<file path="src/rtl/mul_pkg.sv">
// mul_pkg: shared types and helpers for the sequential radix-4 Booth multiplier.
//   mul_state_t   : controller states (IDLE, RUN, DONE)
//   booth_digit_t : recoded radix-4 digit {0, +1, +2, -1, -2}
//   iter_count()  : number of radix-4 iterations needed for a WIDTH-bit operand
package mul_pkg;

   typedef enum logic [1:0] {
      IDLE,
      RUN,
      DONE
   } mul_state_t;

   typedef enum logic [2:0] {
      ZERO,
      POS1,
      POS2,
      NEG1,
      NEG2
   } booth_digit_t;

   // Operands are extended to WIDTH+2 bits so that an unsigned multiplier
   // with its MSB set still ends on a non-negative final digit.
   function automatic int unsigned iter_count(input int unsigned width);
      return (width + 2) / 2;
   endfunction

endpackage

</file>
<file path="src/rtl/booth_pp_sel.sv">
// booth_pp_sel: combinational radix-4 Booth partial-product selector.
//   triple [2:0]           : multiplier bits {y+1, y, y-1}
//   mcand  [WIDTH+1:0]     : multiplicand, already extended to WIDTH+2 bits
//   pp     [2*WIDTH+3:0]   : digit * mcand, sign-extended to the accumulator width
module booth_pp_sel
   import mul_pkg::*;
#(
   parameter int unsigned WIDTH = 32
) (
   input  logic [2:0]         triple,
   input  logic [WIDTH+1:0]   mcand,
   output logic [2*WIDTH+3:0] pp
);

   localparam int unsigned PW = 2 * WIDTH + 4;

   booth_digit_t   digit;
   logic [PW-1:0]  mcand_ext;
   logic [PW-1:0]  mag;

   always_comb begin
      digit = ZERO;
      case (triple)
         3'b001, 3'b010: digit = POS1;
         3'b011:         digit = POS2;
         3'b100:         digit = NEG2;
         3'b101, 3'b110: digit = NEG1;
         default:        digit = ZERO;
      endcase
   end

   assign mcand_ext = {{(PW - WIDTH - 2){mcand[WIDTH+1]}}, mcand};

   always_comb begin
      mag = '0;
      pp  = '0;
      case (digit)
         POS1, NEG1: mag = mcand_ext;
         POS2, NEG2: mag = {mcand_ext[PW-2:0], 1'b0};
         default:    mag = '0;
      endcase
      case (digit)
         NEG1, NEG2: pp = ~mag + PW'(1);
         default:    pp = mag;
      endcase
   end

endmodule

</file>
<file path="src/rtl/booth_mul_seq.sv">
// booth_mul_seq: sequential radix-4 Booth multiplier (MULT / MULTU).
//   clk, rst_n   : clock (rising edge), asynchronous active-low reset
//   start        : request, accepted in IDLE or DONE when flush is low
//   is_signed    : 1 = two's complement operands, 0 = unsigned
//   src_a        : multiplicand
//   src_b        : multiplier (Booth-recoded two bits per cycle)
//   flush        : abort an in-flight operation; wins over start
//   busy         : high in RUN and DONE
//   done         : one-cycle pulse, hi/lo valid from this cycle
//   hi, lo       : upper / lower halves of the 2*WIDTH-bit product
module booth_mul_seq
   import mul_pkg::*;
#(
   parameter int unsigned WIDTH = 32
) (
   input  logic             clk,
   input  logic             rst_n,
   input  logic             start,
   input  logic             is_signed,
   input  logic [WIDTH-1:0] src_a,
   input  logic [WIDTH-1:0] src_b,
   input  logic             flush,
   output logic             busy,
   output logic             done,
   output logic [WIDTH-1:0] hi,
   output logic [WIDTH-1:0] lo
);

   localparam int unsigned ITER     = iter_count(WIDTH);
   localparam int unsigned CW       = $clog2(ITER);
   localparam int unsigned MW       = WIDTH + 2;
   localparam int unsigned AW       = 2 * WIDTH + 4;
   localparam logic [CW-1:0] LAST_CNT = CW'(ITER - 1);

   mul_state_t     state;
   mul_state_t     state_nxt;

   logic [CW-1:0]  cnt;
   logic [MW-1:0]  mcand;
   logic [MW:0]    mplier;
   logic [AW-1:0]  acc;
   logic [AW-1:0]  pp;
   logic [AW-1:0]  pp_shl;
   logic [AW-1:0]  acc_sum;
   logic [MW-1:0]  ext_a;
   logic [MW-1:0]  ext_b;

   logic           accept;
   logic           last_iter;
   logic           step;

   assign ext_a = is_signed ? {{2{src_a[WIDTH-1]}}, src_a} : {2'b00, src_a};
   assign ext_b = is_signed ? {{2{src_b[WIDTH-1]}}, src_b} : {2'b00, src_b};

   // Starts are ignored while RUN; in DONE a start chains straight into RUN.
   assign accept    = start && !flush && (state != RUN);
   assign last_iter = (cnt == LAST_CNT);
   assign step      = (state == RUN) && !flush;

   booth_pp_sel #(
      .WIDTH (WIDTH)
   ) u_pp_sel (
      .triple (mplier[2:0]),
      .mcand  (mcand),
      .pp     (pp)
   );

   // Partial products are weighted by 4^cnt rather than shifting the accumulator.
   assign pp_shl  = pp << {cnt, 1'b0};
   assign acc_sum = acc + pp_shl;

   always_comb begin
      state_nxt = state;
      case (state)
         IDLE: begin
            if (accept) state_nxt = RUN;
         end
         RUN: begin
            if (flush)          state_nxt = IDLE;
            else if (last_iter) state_nxt = DONE;
         end
         DONE: begin
            if (accept) state_nxt = RUN;
            else        state_nxt = IDLE;
         end
         default: state_nxt = IDLE;
      endcase
   end

   always_ff @(posedge clk or negedge rst_n) begin
      if (!rst_n) state <= IDLE;
      else        state <= state_nxt;
   end

   always_ff @(posedge clk or negedge rst_n) begin
      if (!rst_n) begin
         cnt    <= '0;
         mcand  <= '0;
         mplier <= '0;
         acc    <= '0;
         hi     <= '0;
         lo     <= '0;
      end else if (accept) begin
         cnt    <= '0;
         mcand  <= ext_a;
         mplier <= {ext_b, 1'b0};
         acc    <= '0;
      end else if (step) begin
         cnt    <= cnt + CW'(1);
         mplier <= {{2{mplier[MW]}}, mplier[MW:2]};
         acc    <= acc_sum;
         if (last_iter) begin
            hi <= acc_sum[2*WIDTH-1:WIDTH];
            lo <= acc_sum[WIDTH-1:0];
         end
      end
   end

   assign busy = (state == RUN) || (state == DONE);
   assign done = (state == DONE);

endmodule

</file>
<file path="config.mk">
export PLATFORM = sky130hd
export DESIGN_NAME = booth_mul_seq
export DESIGN_NICKNAME = d
export VERILOG_FILES = /design/src/rtl/mul_pkg.sv /design/src/rtl/booth_pp_sel.sv /design/src/rtl/booth_mul_seq.sv
export SDC_FILE = /design/constraint.sdc
export NUM_CORES = 1
export LEC_CHECK = 0
export CAP_MARGIN = 30
export CORE_ASPECT_RATIO = 0.8
export CORE_MARGIN = 2
export CORE_UTILIZATION = 50
export DETAILED_ROUTE_END_ITERATION = 7
export MAX_ROUTING_LAYER = met4
export PLACE_DENSITY = 0.7
export SYNTH_ARGS = -nofsm -noshare
export SYNTH_HDL_FRONTEND = slang
export SYNTH_HIERARCHICAL = 1
export SYNTH_SLANG_ARGS = --single-unit
</file>
<file path="constraint.sdc">
create_clock -name clk -period 10.2 [get_ports clk]
set_input_delay 2.04 -clock clk [delete_from_list [all_inputs] [get_ports clk]]
set_output_delay 2.04 -clock clk [all_outputs]
set_load 0.03 [all_outputs]
</file>
* Yosys cells after proc, flatten, opt, wreduce, memory -nomap -nowiden
Index checks and enable logic that the tools add are counted.
** Storage, ports and cells
- Bits of input ports :: 69
- Flip-flop bits (word level) :: 208
- Logic and storage cells :: 60
** Operators by class
- Muxes and demuxes :: 16
- Bitwise gates (word level) :: 2
- Reduce and logical (&&, ||, !) cells :: 14
- Add/sub/neg operators :: 3
- Equal/unequal tests :: 16
- Shift operators :: 1
** Operator list (number)
- 68-bit 2-to-1 mux :: 3
- 68-bit case mux with 2 select lines :: 1
- 34-bit 2-to-1 mux :: 3
- 68-bit by 1-bit adder with 68-bit output (second input constant) :: 1
- 68-bit adder :: 1
- 68-bit inverter :: 1
- 68-bit by 6-bit << shifter with 68-bit output :: 1
- 35-bit 2-to-1 mux :: 1
- 3-bit by 2-bit equality test with 1-bit output (second input constant) :: 4
- 3-bit equality test (second input constant) :: 4
- 3-bit case mux with 4 select lines :: 1
- 5-bit 2-to-1 mux :: 2
- 2-bit OR reduction :: 5
- 3-bit by 1-bit equality test with 1-bit output (second input constant) :: 2
- 2-bit 2-to-1 mux :: 3
- 2-bit case mux with 3 select lines :: 1
- 5-bit by 1-bit adder with 5-bit output (second input constant) :: 1
- 5-bit equality test (second input constant) :: 1
- 1-bit logical AND :: 3
- 3-bit inequality test (second input constant) :: 1
- 3-bit AND reduction :: 1
- 2-bit by 1-bit equality test with 1-bit output (second input constant) :: 1
- 2-bit equality test (second input constant) :: 1
- 2-bit logical NOT :: 1
- 8 further kinds :: 8

* Logic depth before layout (Yosys ltp)
Gate-level depths: netlist of the first run.
- Depth in word-level cells :: 13
- Gate-level depth with buffers :: 33

* By module
The synthesis of the first run kept the hierarchy.
** Modules (own cells, without submodules)
- booth_mul_seq :: instances 1, area an instance 15059.4 µm², cells each 1788
- booth_pp_sel :: instances 1, area an instance 2432.3 µm², cells each 365

* Worst setup path before layout of the first run
Ideal clock, no wire load.
- Kind :: register -> register
- Start point :: register mplier[1]
- End point :: register acc[63]
- Buffers on the path :: 7
- Arrival time :: 6.362 ns
- Library setup time :: 0.135 ns
- Path slack :: 3.703 ns
- Stages on the path, launching flop included :: 29
- Clock period less this slack :: 6.497 ns
- Path through :: dfrtp_1 buf_6 xor2_2 clkbuf_1 clkbuf_1 buf_1 clkbuf_1 nand2_1 ha_1 inv_1 a221o_1 nor4_4 buf_4 nand3_1 a2111o_1 mux4_2 mux2i_1 o21ai_0 and2_1 ha_1 clkbuf_1 and3_1 a221oi_1 o21ai_0 o41ai_4 a2bb2oi_2 o31ai_2 o21a_1 o211ai_1
** Between the ends
- Cells in the longest elaborated chain, start to end :: 13
- Elaborated cells between the ends (all ways) :: 24
** RTL lines
- start: declaration :: RTL line booth_mul_seq.sv:40 : logic [MW:0] mplier;
- start signal: assignment :: RTL line booth_mul_seq.sv:106 : mplier <= {ext_b, 1'b0};
- start signal: assignment :: RTL line booth_mul_seq.sv:110 : mplier <= {{2{mplier[MW]}}, mplier[MW:2]};
- 3-bit equality test, or another cell as far along :: RTL line booth_pp_sel.sv:23 : case (triple)
- 2-bit OR reduction :: RTL line booth_pp_sel.sv:23
- 3-bit case mux with 4 select lines * :: RTL line booth_pp_sel.sv:23
- 3-bit by 2-bit equality test with 1-bit output, or another cell as far along :: RTL line booth_pp_sel.sv:37 : case (digit)
- 2-bit OR reduction :: RTL line booth_pp_sel.sv:37
- 68-bit case mux with 2 select lines :: RTL line booth_pp_sel.sv:37
- 68-bit inverter :: RTL line booth_pp_sel.sv:43 : NEG1, NEG2: pp = ~mag + PW'(1);
- 68-bit by 1-bit adder with 68-bit output :: RTL line booth_pp_sel.sv:43
- 68-bit 2-to-1 mux * :: RTL line booth_pp_sel.sv:42 : case (digit)
- net pp[22] :: RTL line booth_mul_seq.sv:42 : logic [AW-1:0] pp;
- 68-bit by 6-bit << shifter with 68-bit output * :: RTL line booth_mul_seq.sv:69 : assign pp_shl = pp << {cnt, 1'b0};
- 68-bit adder * :: RTL line booth_mul_seq.sv:70 : assign acc_sum = acc + pp_shl;
- 68-bit 2-to-1 mux * :: RTL line booth_mul_seq.sv:108 : end else if (step) begin
- 68-bit 2-to-1 mux * :: RTL line booth_mul_seq.sv:103 : end else if (accept) begin
- end signal: assignment :: RTL line booth_mul_seq.sv:111 : acc <= acc_sum;
- end: declaration :: RTL line booth_mul_seq.sv:41 : logic [AW-1:0] acc;
Mark *: on every way through the listed nets, which the timed path passes. The rest lies on a longest branch. The select of a mux whose other input is x is not followed.
A chain may end at the register's enable or synchronous reset.

* Worst setup path in the final report of the first run
- Start point :: register mplier[1]
- End point :: register hi[27]
** Between the ends
- Cells in the longest elaborated chain, start to end :: 11
- Elaborated cells between the ends (all ways) :: 22
** RTL lines
- 3-bit equality test, or another cell as far along :: RTL line booth_pp_sel.sv:23
- 2-bit OR reduction :: RTL line booth_pp_sel.sv:23
- 3-bit case mux with 4 select lines * :: RTL line booth_pp_sel.sv:23
- 3-bit by 2-bit equality test with 1-bit output, or another cell as far along :: RTL line booth_pp_sel.sv:37
- 2-bit OR reduction :: RTL line booth_pp_sel.sv:37
- 68-bit case mux with 2 select lines :: RTL line booth_pp_sel.sv:37
- 68-bit inverter :: RTL line booth_pp_sel.sv:43
- 68-bit by 1-bit adder with 68-bit output :: RTL line booth_pp_sel.sv:43
- 68-bit 2-to-1 mux * :: RTL line booth_pp_sel.sv:42
- net pp[34] :: RTL line booth_mul_seq.sv:42
- 68-bit by 6-bit << shifter with 68-bit output * :: RTL line booth_mul_seq.sv:69
- 68-bit adder * :: RTL line booth_mul_seq.sv:70
- end signal: assignment :: RTL line booth_mul_seq.sv:113 : hi <= acc_sum[2*WIDTH-1:WIDTH];
- end: declaration :: RTL line booth_mul_seq.sv:25 : output logic [WIDTH-1:0] hi,
Mark *: on every way through the listed nets, which the timed path passes. The rest lies on a longest branch.

==> results of run 1 <==
worst max-delay path by stage:
stage	slack [ps]	cells after the start	to
after floorplan	3700	28	acc[63]$_DFFE_PN0P_
after global placement	2030	24	acc[61]$_DFFE_PN0P_
after detailed placement	1820	23	acc[59]$_DFFE_PN0P_
after CTS	1780	23	hi[27]$_DFFE_PN0P_
after global routing	860	23	hi[27]$_DFFE_PN0P_
final	1600	23	hi[27]$_DFFE_PN0P_
state kept, by name, indices dropped and copies added (netlist names):
| name | flops |
|---|---|
| state | 2 |
| lo | 32 |
| mplier | 35 |
| hi | 32 |
| acc | 64 |
| cnt | 5 |
| mcand | 33 |
worst max-delay path, delay by kind of cell (launching register included):
kind                     cells  cell delay, ps
AO/OA/AOI/OAI               12            3510
AND/OR/NAND/NOR              5            2320
multiplexers                 3            1020
flip-flops                   1             810
adder cells (fa/ha/maj)      2             700
buffers and inverters        1              60
layout make-up:
| cell class | instances | share of cell area, % |
|---|---|---|
| multi-input combinational | 1732 | 58.5 |
| sequential | 203 | 25.8 |
| timing repair buffer | 163 | 8.06 |
| clock buffer | 33 | 3.35 |
| clock inverter | 7 | 0.400 |
| tap | 472 | 2.99 |
| antenna | 1 | 0.0127 |
| inverter | 45 | 0.856 |
stage by stage:
stage,utilization (%),cells,worst slack [ps]
global placement,54.8,2612,2030
CTS,57.0,2654,1780
floorplan,-,2149,3700
detailed placement,54.9,2614,1820
global route,57.1,2656,863
finish,57.1,2656,1600
metal layers:
metal  track usage, %  share of wire (%)  routed length [microns]
met5                -                  0                        0
met4             6.57                1.9                     1030
met3             6.54                8.7                     4790
met2             45.6                 43                    23800
met1             44.3                 46                    25600
==> metrics.txt, run 1 <==
actual slew at the worst max-slew pin between 1000 and 1500 ps; Hold Path Stages 2; clock sinks 203; unrepaired setup endpoints after global routing no; final setup fails 0; Multi-input gate area 11600 sq um; DP HPWL 41100 microns; core footprint 34600 sq um; first-pass GRT wire length 87700 microns; Mapped Cells 2149; crit path cell chain or3b_2 > nand2_2 > a22oi_1 > ha_1 > inv_1 > a221o_1 > nor4_4 > nand3_2 > o21ai_2 > o211ai_1 > mux4_2 > mux2_2 > mux2i_1 > o22ai_1 > ha_1 > nand2_1 > o21ai_0 > o31ai_1 > o41ai_1 > a2bb2oi_2 > o31ai_2 > o22a_1 > o211ai_1; drt pass-1 iters 6; leading cell type in the layout, fill and taps excluded nand2_1; CTS hold repair buffers 0; Die Ht 171 microns; All-Layer GR Usage 31.1%; IO Port Bufs between 100 and 150; Final ANT Viol Nets 0; Worst EP arrival 9000 ps; Hold Violations, Final 0; WL/cell 20.8 microns; area grow syn2layout 13.0%; final instance area 19700 sq um; register area 5090 sq um; Synth Cell Area 17500 sq um; Die X 213 microns; clk slew on worst S/H paths 60 ps; relative slew slack 27.0%; Vias/cell approximately 6.3; Hold Crit Class reg2reg; Final Cycle Share 84.3%; Reg2Reg Setup Slack 1600 ps; hold_sp hi[2]$_DFFE_PN0P_; Required @ worst endpoint 10610 ps; share of layout cells above drive strength 1 8.80%; global route total overflow 0; Post-CTS Setup Inserts 0; Clock Path Buffers 3; clk_skew 23.8 ps; Max H-tree Level 1; critical path peak fanout 34; Syn. warnings 6; RR Endpoint hi[27]$_DFFE_PN0P_; Crit-path slowest cell dfrtp_1; CTS tree done; die area 36500 sq um; Critical R2R Launch mplier[1]$_DFFE_PN0P_; Root Driver clkbuf_16; CP startpoint kind register; most frequent cells in the layout 388 x nand2_1, 200 x dfrtp_1, 156 x a21oi_1, 154 x o21ai_0, 133 x clkdlybuf4s50_1; pin count of the biggest net entering global routing 109; final max-slew violation count 0; WS Path Type reg2reg; Worst setup EP type register; later-pin clock latency in the skew report 540 ps; Ports around 140; initial drt markers 1995; Area after DPL between 15000 and 20000 sq um; Setup crit start mplier[1]$_DFFE_PN0P_; Final TNS setup 0 ps; FILL cells 3216; status finished, final reports clean; CTS buffer count 22; Syn Area/Cell slightly above 8 sq um; Peak Freq ~120 MHz; number of global-route vias before repair 15.8k; post-synth net total 2289; DRT Wirelength 55300 microns; Tmin final 8600 ps; initial antenna violation count 1; R2R cell count 23; drc violations 0; routed vias 16.7k; # nets final 2307; worst hold endpoint hi[2]$_DFFE_PN0P_; GP Congestion 0.989; starting density of the core 50.5%; row cnt 61; Post-CTS Resized 0; Worst Hold Slack 472 ps; Max-Cap Viols 0; CP max stage delay 810 ps
Power of run 1 is left out: the tool's default activity adds up to more than one toggle a clock period on the data nets, which glitch-free logic cannot reach.
==> run 2: changes to the inputs <==
Settings changed: PLACE_DENSITY 0.7 to 0.73.
Clock period 10.2 ns to 7 ns, I/O delays scaled along.
==> run 2 against run 1 <==
  * Design area rose by 6.1%
  * Clock skew fell by 5.4 ps
  * Sequential share of layout area fell by 1.5 points
  * Setup slack got worse by 1300 ps
  * Cell count rose by 5.5%
  * Fmax rose by 28%
  * Register-to-register slack got worse by 1300 ps
  * Die area did not move
  * Flip-flop and latch count did not move
  * Critical path depth rose by 2
  * Worst hold slack improved by 0.89 ps
  * Clock-buffer cell count rose by 4
  * Critical path type unchanged
  * Highest routed layer unchanged
==> metrics.txt, run 2 (synthesis results as in run 1) <==
global route total overflow 0 (unchanged); Hold Crit Class reg2reg; final max-slew violation count 0 (unchanged); placed cells 2750 (+5.2%); fin util 60.5% (+3.5 points); Required @ worst endpoint 7440 ps (-3170 ps); clock sinks 203 (unchanged); RR Endpoint hi[24]$_DFFE_PN0P_; R2R cell count 25 (+8.7%); Max H-tree Level 1 (unchanged); CP max stage delay 530 ps (-280 ps); unrepaired setup endpoints after global routing no; leading cell type in the layout, fill and taps excluded nand2_1; first-pass GRT wire length 93300 microns (+6.4%); DP HPWL 43700 microns (+6.4%); # nets final 2451 (+6.2%); Clock Path Buffers 3 (unchanged); share of layout cells above drive strength 1 14.6% (+5.8 points); core footprint 34600 sq um (unchanged); WS Path Type reg2reg; final instance area 20900 sq um (+6.1%); Max-Cap Viols 0 (unchanged); Final ANT Viol Nets 0 (unchanged); Hold Violations, Final 0 (unchanged); cell mode on critical path buf_4; number of global-route vias before repair 16.6k (+4.7%); Final Cycle Share 96.1% (+12 points); worst setup margin 275 ps (-1330 ps); DRT Wirelength 58800 microns (+6.3%); Vias/cell 6.23 (-0.73%); CTS tree done; Worst EP arrival 7160 ps (-1840 ps); area grow syn2layout 19.8%; Ports 135 (unchanged); Largest regs acc: 64 flops, mplier: 35 flops, mcand: 33 flops; relative slew slack 39.6% (+13 points); Area after DPL 20000 sq um (+5.4%); status finished, final reports clean; max reg flops 64 (unchanged); WP buf/inv 4 (+3); critical path peak fanout 20 (-41%); Root Driver clkbuf_16; initial antenna violation count 0 (-1); Reg2Reg Setup Slack 280 ps (-1330 ps); routed vias 17.4k (+4.7%); pre-CTS setup slack -18.9 ps (-1840 ps); Peak Freq 149 MHz (+28%); clk_skew 18.4 ps (-5.39 ps); starting density of the core 50.5% (unchanged); initial drt markers 1917 (-3.9%); Crit-path slowest cell mux4_2; row cnt 61 (unchanged); IO Port Bufs 134 (unchanged); clk slew on worst S/H paths 60 ps (about the same); final setup fails 0 (unchanged); All-Layer GR Usage 33.3% (+2.2 points); GP Congestion 0.987 (-0.27%); CP delay by family, top compound AO/OA/AOI/OAI gates; Die X 213 microns (unchanged); WL/cell 21.0 microns (+0.77%); die area 36500 sq um (unchanged); hold_sp lo[16]$_DFFE_PN0P_; Final Non-Filler Cells 2802 (+5.5%); most flop-heavy register acc; Worst setup EP type register; most frequent cells in the layout 388 x nand2_1, 200 x dfrtp_1, 168 x buf_4, 156 x a21oi_1, 154 x o21ai_0; drc violations 0 (unchanged); pin count of the biggest net entering global routing 114 (+4.6%); Critical R2R Launch mplier[1]$_DFFE_PN0P_; CTS hold repair buffers 0 (unchanged); actual slew at the worst max-slew pin 901 ps (-195 ps); Hold Path Stages 2 (unchanged); drt pass-1 iters 7 (+1); Die Ht 171 microns (unchanged); Tmin final 6720 ps (-1870 ps); CP startpoint kind register; later-pin clock latency in the skew report 560 ps (+20 ps); CTS buffer count 24 (+9.1%); worst hold endpoint lo[16]$_DFFE_PN0P_
==> run 2: timing repair <==
item	in CTS	in global routing
resized for setup	0	8
setup endpoints to repair	2	44
pin swaps	1	2
buffers inserted	2	5
==> run 2: how the worst max path moves through the flow <==
| stage | startpoint | endpoint | slack, ps | cells after the start |
|---|---|---|---|---|
| final | mplier[1]$_DFFE_PN0P_ | hi[24]$_DFFE_PN0P_ | 280 | 25 |
| after global routing | mplier[1]$_DFFE_PN0P_ | hi[28]$_DFFE_PN0P_ | 20 | 26 |
| after CTS | mplier[0]$_DFFE_PN0P_ | hi[20]$_DFFE_PN0P_ | 130 | 24 |
| after detailed placement | mplier[0]$_DFFE_PN0P_ | hi[28]$_DFFE_PN0P_ | -20 | 25 |
| after global placement | mplier[0]$_DFFE_PN0P_ | hi[28]$_DFFE_PN0P_ | 5 | 25 |
| after floorplan | mplier[1]$_DFFE_PN0P_ | acc[63]$_DFFE_PN0P_ | 500 | 28 |
==> run 2: per-stage QoR <==
step	setup TNS, ps	hold WS (ps)
after floorplan	0	444
after global routing	0	496
after CTS	0	479
after global placement	0	458
final	0	473
after detailed placement	-36.9	463
==> run 2: worst register-to-register path, cell delays in order (launching register included) <==
cell and delay [ps]:
dfrtp_1 420, buf_4 230, or3_1 500, a32oi_1 320, nand4_1 260, nor3b_4 240, buf_4 180, buf_4 130
a31oi_1 90, xor2_1 170, a211o_1 340, mux4_2 530, mux2i_1 230, o21ai_0 160, and2_1 260, ha_1 300
a21o_1 170, a2111oi_0 370, a21bo_2 280, o2111ai_1 200, buf_4 200, a31oi_1 210, o21ai_0 250, o211ai_1 130
xor2_1 170, mux2_2 270
==> run 2: routing by layer <==
layer,GRT usage [%],wire length (microns),vias up
met4,6.72,1260,0
met2,49.0,25100,741
met3,5.28,4810,96
met1,48.5,27600,8425
li1,-,-,8187
met5,-,0,-
==> run 2: area by class of cell <==
cell class / count / area, sq um
Clock inverter: 7 / 105
Antenna cell: 1 / 2.50
Fill cell: 3104 / 13600
Tap cell: 472 / 591
Timing Repair Buffer: 305 / 2670
Clock buffer: 37 / 709
Sequential cell: 203 / 5090
Inverter: 45 / 169
Multi-Input combinational cell: 1732 / 11600
Power of run 2 is left out for the same reason.
==> run 3: changes to the inputs <==
Settings changed: CORE_UTILIZATION 50 to 56, CTS_BUF_LIST set to sky130_fd_sc_hd__clkbuf_4, PLACE_DENSITY 0.73 to 0.8, SLEW_MARGIN set to 10.
==> run 3 against run 2 <==
  * Fmax is 0.23% lower
  * Register-to-register slack worse by 20 ps
  * Global-route usage is 3.2 points higher
  * Cell count is 0.25% lower
  * Die area is 10% lower
  * Clock-buffer cell count is 31 higher
  * First-iteration DRC count is 0.10% lower
  * Via count is 1.9% higher
==> metrics.txt, run 3 (synthesis results as in run 1) <==
cell mode on critical path buf_4; Setup crit start mplier[1]$_DFFE_PN0P_; pin count of the biggest net entering global routing 109 (-4.4%); FILL cells 2602 (-16%); area grow syn2layout 18.6%; DRT Wirelength 58600 microns (-0.27%); CP max stage delay 530 ps (about the same); Required @ worst endpoint 7620 ps (+180 ps); first-pass GRT wire length 92600 microns (-0.78%); WP buf/inv 3 (-1); final max-slew violation count 0 (unchanged); initial antenna violation count 2 (+2); leading cell type in the layout, fill and taps excluded nand2_1; placed cells 2705 (-1.6%); Reg2Reg Setup Slack 260 ps (-20 ps); final setup fails 0 (unchanged); fin util 67.8% (+7.3 points); number of global-route vias before repair 16.7k (+0.69%); worst hold endpoint hi[0]$_DFFE_PN0P_; clk_skew 53.7 ps (+35.3 ps); critical path peak fanout 31 (+55%); Peak Freq 148 MHz (-0.23%); hold_sp hi[0]$_DFFE_PN0P_; Crit-path slowest cell or3b_2; initial drt markers 1915 (-0.10%); IO Port Bufs 134 (unchanged); R2R cell count 24 (-4.0%); CP startpoint kind register; unrepaired setup endpoints after global routing no; Max H-tree Level 2 (+1); Area after DPL 20000 sq um (+0.23%); CTS buffer count 53 (+120%); Hold Crit Class reg2reg; Tmin final 6740 ps (+15.6 ps); Largest regs acc: 64 flops, mplier: 35 flops, mcand: 33 flops; Root Driver clkbuf_4; max reg flops 64 (unchanged); Ports 135 (unchanged); clock sinks 203 (unchanged); Hold Violations, Final 0 (unchanged); row cnt 57 (-6.6%); starting density of the core 57.2% (+6.7 points); most frequent cells in the layout 388 x nand2_1, 201 x dfrtp_1, 176 x buf_4, 155 x a21oi_1, 153 x o21ai_0; DP HPWL 43400 microns (-0.78%); status finished, final reports clean; die area 32600 sq um (-10%); Max-Cap Viols 0 (unchanged); RR Endpoint hi[28]$_DFFE_PN0P_; Die Ht 162 microns (-5.4%); Final TNS setup 0 ps (unchanged); drt pass-1 iters 7 (unchanged); later-pin clock latency in the skew report 750 ps (+190 ps); routed vias 17.8k (+1.9%); Final Cycle Share 96.3% (+0.22 points); clk slew on worst S/H paths 70 ps (about the same); actual slew at the worst max-slew pin 924 ps (+22.9 ps); drc violations 0 (unchanged); share of layout cells above drive strength 1 16.1% (+1.5 points); final instance area 20700 sq um (-1.1%); Vias/cell 6.36 (+2.1%); Clock Path Buffers 3 (unchanged); All-Layer GR Usage 36.5% (+3.2 points); Worst EP arrival 7360 ps (+200 ps); Final Non-Filler Cells 2795 (-0.25%); CTS tree done; most flop-heavy register acc; relative slew slack 38.4% (-1.2 points); Worst setup EP type register; register area 5080 sq um (about the same); GP Congestion 1.00 (+1.5%); Hold Path Stages 2 (unchanged); Final ANT Viol Nets 0 (unchanged); WL/cell 21.0 microns (about the same); Multi-input gate area 11600 sq um (-0.17%); crit path cell chain or3b_2 > nand2_2 > buf_4 > buf_4 > a22oi_1 > nor3b_2 > buf_4 > a31oi_1 > xor2_1 > a211o_1 > mux4_2 > mux2i_1 > o21ai_0 > and2_1 > ha_1 > a21o_1 > a2111oi_0 > a21bo_2 > o2111ai_1 > a311oi_1 > a211oi_2 > o21ai_1 > xor2_1 > mux2_2; global route total overflow 0 (unchanged); WS Path Type reg2reg; # nets final 2490 (+1.6%); core footprint 30500 sq um (-12%); CP delay by family, top compound AO/OA/AOI/OAI gates; Die X 201 microns (-5.4%); Critical R2R Launch mplier[1]$_DFFE_PN0P_
==> run 3: cell count changes in the layout (fill, tap and decap cells not counted), sizes merged <==
cell,before,now
inv,44,45
clkinvlp,2,0
bufinv,2,0
diode,1,2
buf,171,181
clkbuf,38,69
clkinv,4,17
==> run 3: what timing repair did <==
item | 4_1_cts | 5_1_grt
resized for setup | 0 | 6
setup endpoints to repair | 0 | 62
setup buffers | 0 | 2
hold buffers | 0 | 0
==> run 3: layout make-up <==
| cell class | count | share of cell area [%] |
|---|---|---|
| antenna | 2 | 0.0242 |
| clock buffer | 68 | 2.46 |
| clock inverter | 17 | 0.344 |
| inverter | 45 | 0.816 |
| multi-input combinational | 1732 | 55.9 |
| sequential | 203 | 24.6 |
| tap | 413 | 2.50 |
| timing repair buffer | 315 | 13.4 |
==> run 3: worst max-delay path by stage <==
stage	to	slack [ps]	cells past startpoint
2_1_floorplan	acc[63]$_DFFE_PN0P_	500	28
3_3_place_gp	hi[28]$_DFFE_PN0P_	60	25
3_5_place_dp	hi[28]$_DFFE_PN0P_	100	25
4_1_cts	hi[28]$_DFFE_PN0P_	30	25
5_1_grt	acc[61]$_DFFE_PN0P_	40	26
6_report	hi[28]$_DFFE_PN0P_	260	24
==> run 3: metal layers <==
layer	GRT usage (%)	routed length, microns	up-vias
met2	51.5	24700	819
met1	53.7	27000	8606
met4	6.89	737	0
li1	-	-	8281
met3	8.51	6210	71
met5	-	0	-
==> run 3: through the flow <==
step	setup slack (ps)	hold slack (ps)
2_1_floorplan	503	444
3_3_place_gp	64.6	457
3_5_place_dp	103	462
4_1_cts	33.6	479
5_1_grt	41.9	494
6_report	260	475
==> run 3: worst register-to-register path, cell delays in order, from the launching register on <==
cell and delay, ps:
dfrtp_1 460, or3b_2 530, nand2_2 80, buf_4 120, buf_4 340, a22oi_1 210
nor3b_2 200, buf_4 180, a31oi_1 210, xor2_1 90, a211o_1 350, mux4_2 520
mux2i_1 200, o21ai_0 150, and2_1 230, ha_1 330, a21o_1 190, a2111oi_0 410
a21bo_2 290, o2111ai_1 260, a311oi_1 240, a211oi_2 410, o21ai_1 170, xor2_1 170
mux2_2 270
Power of run 3 is left out for the same reason.
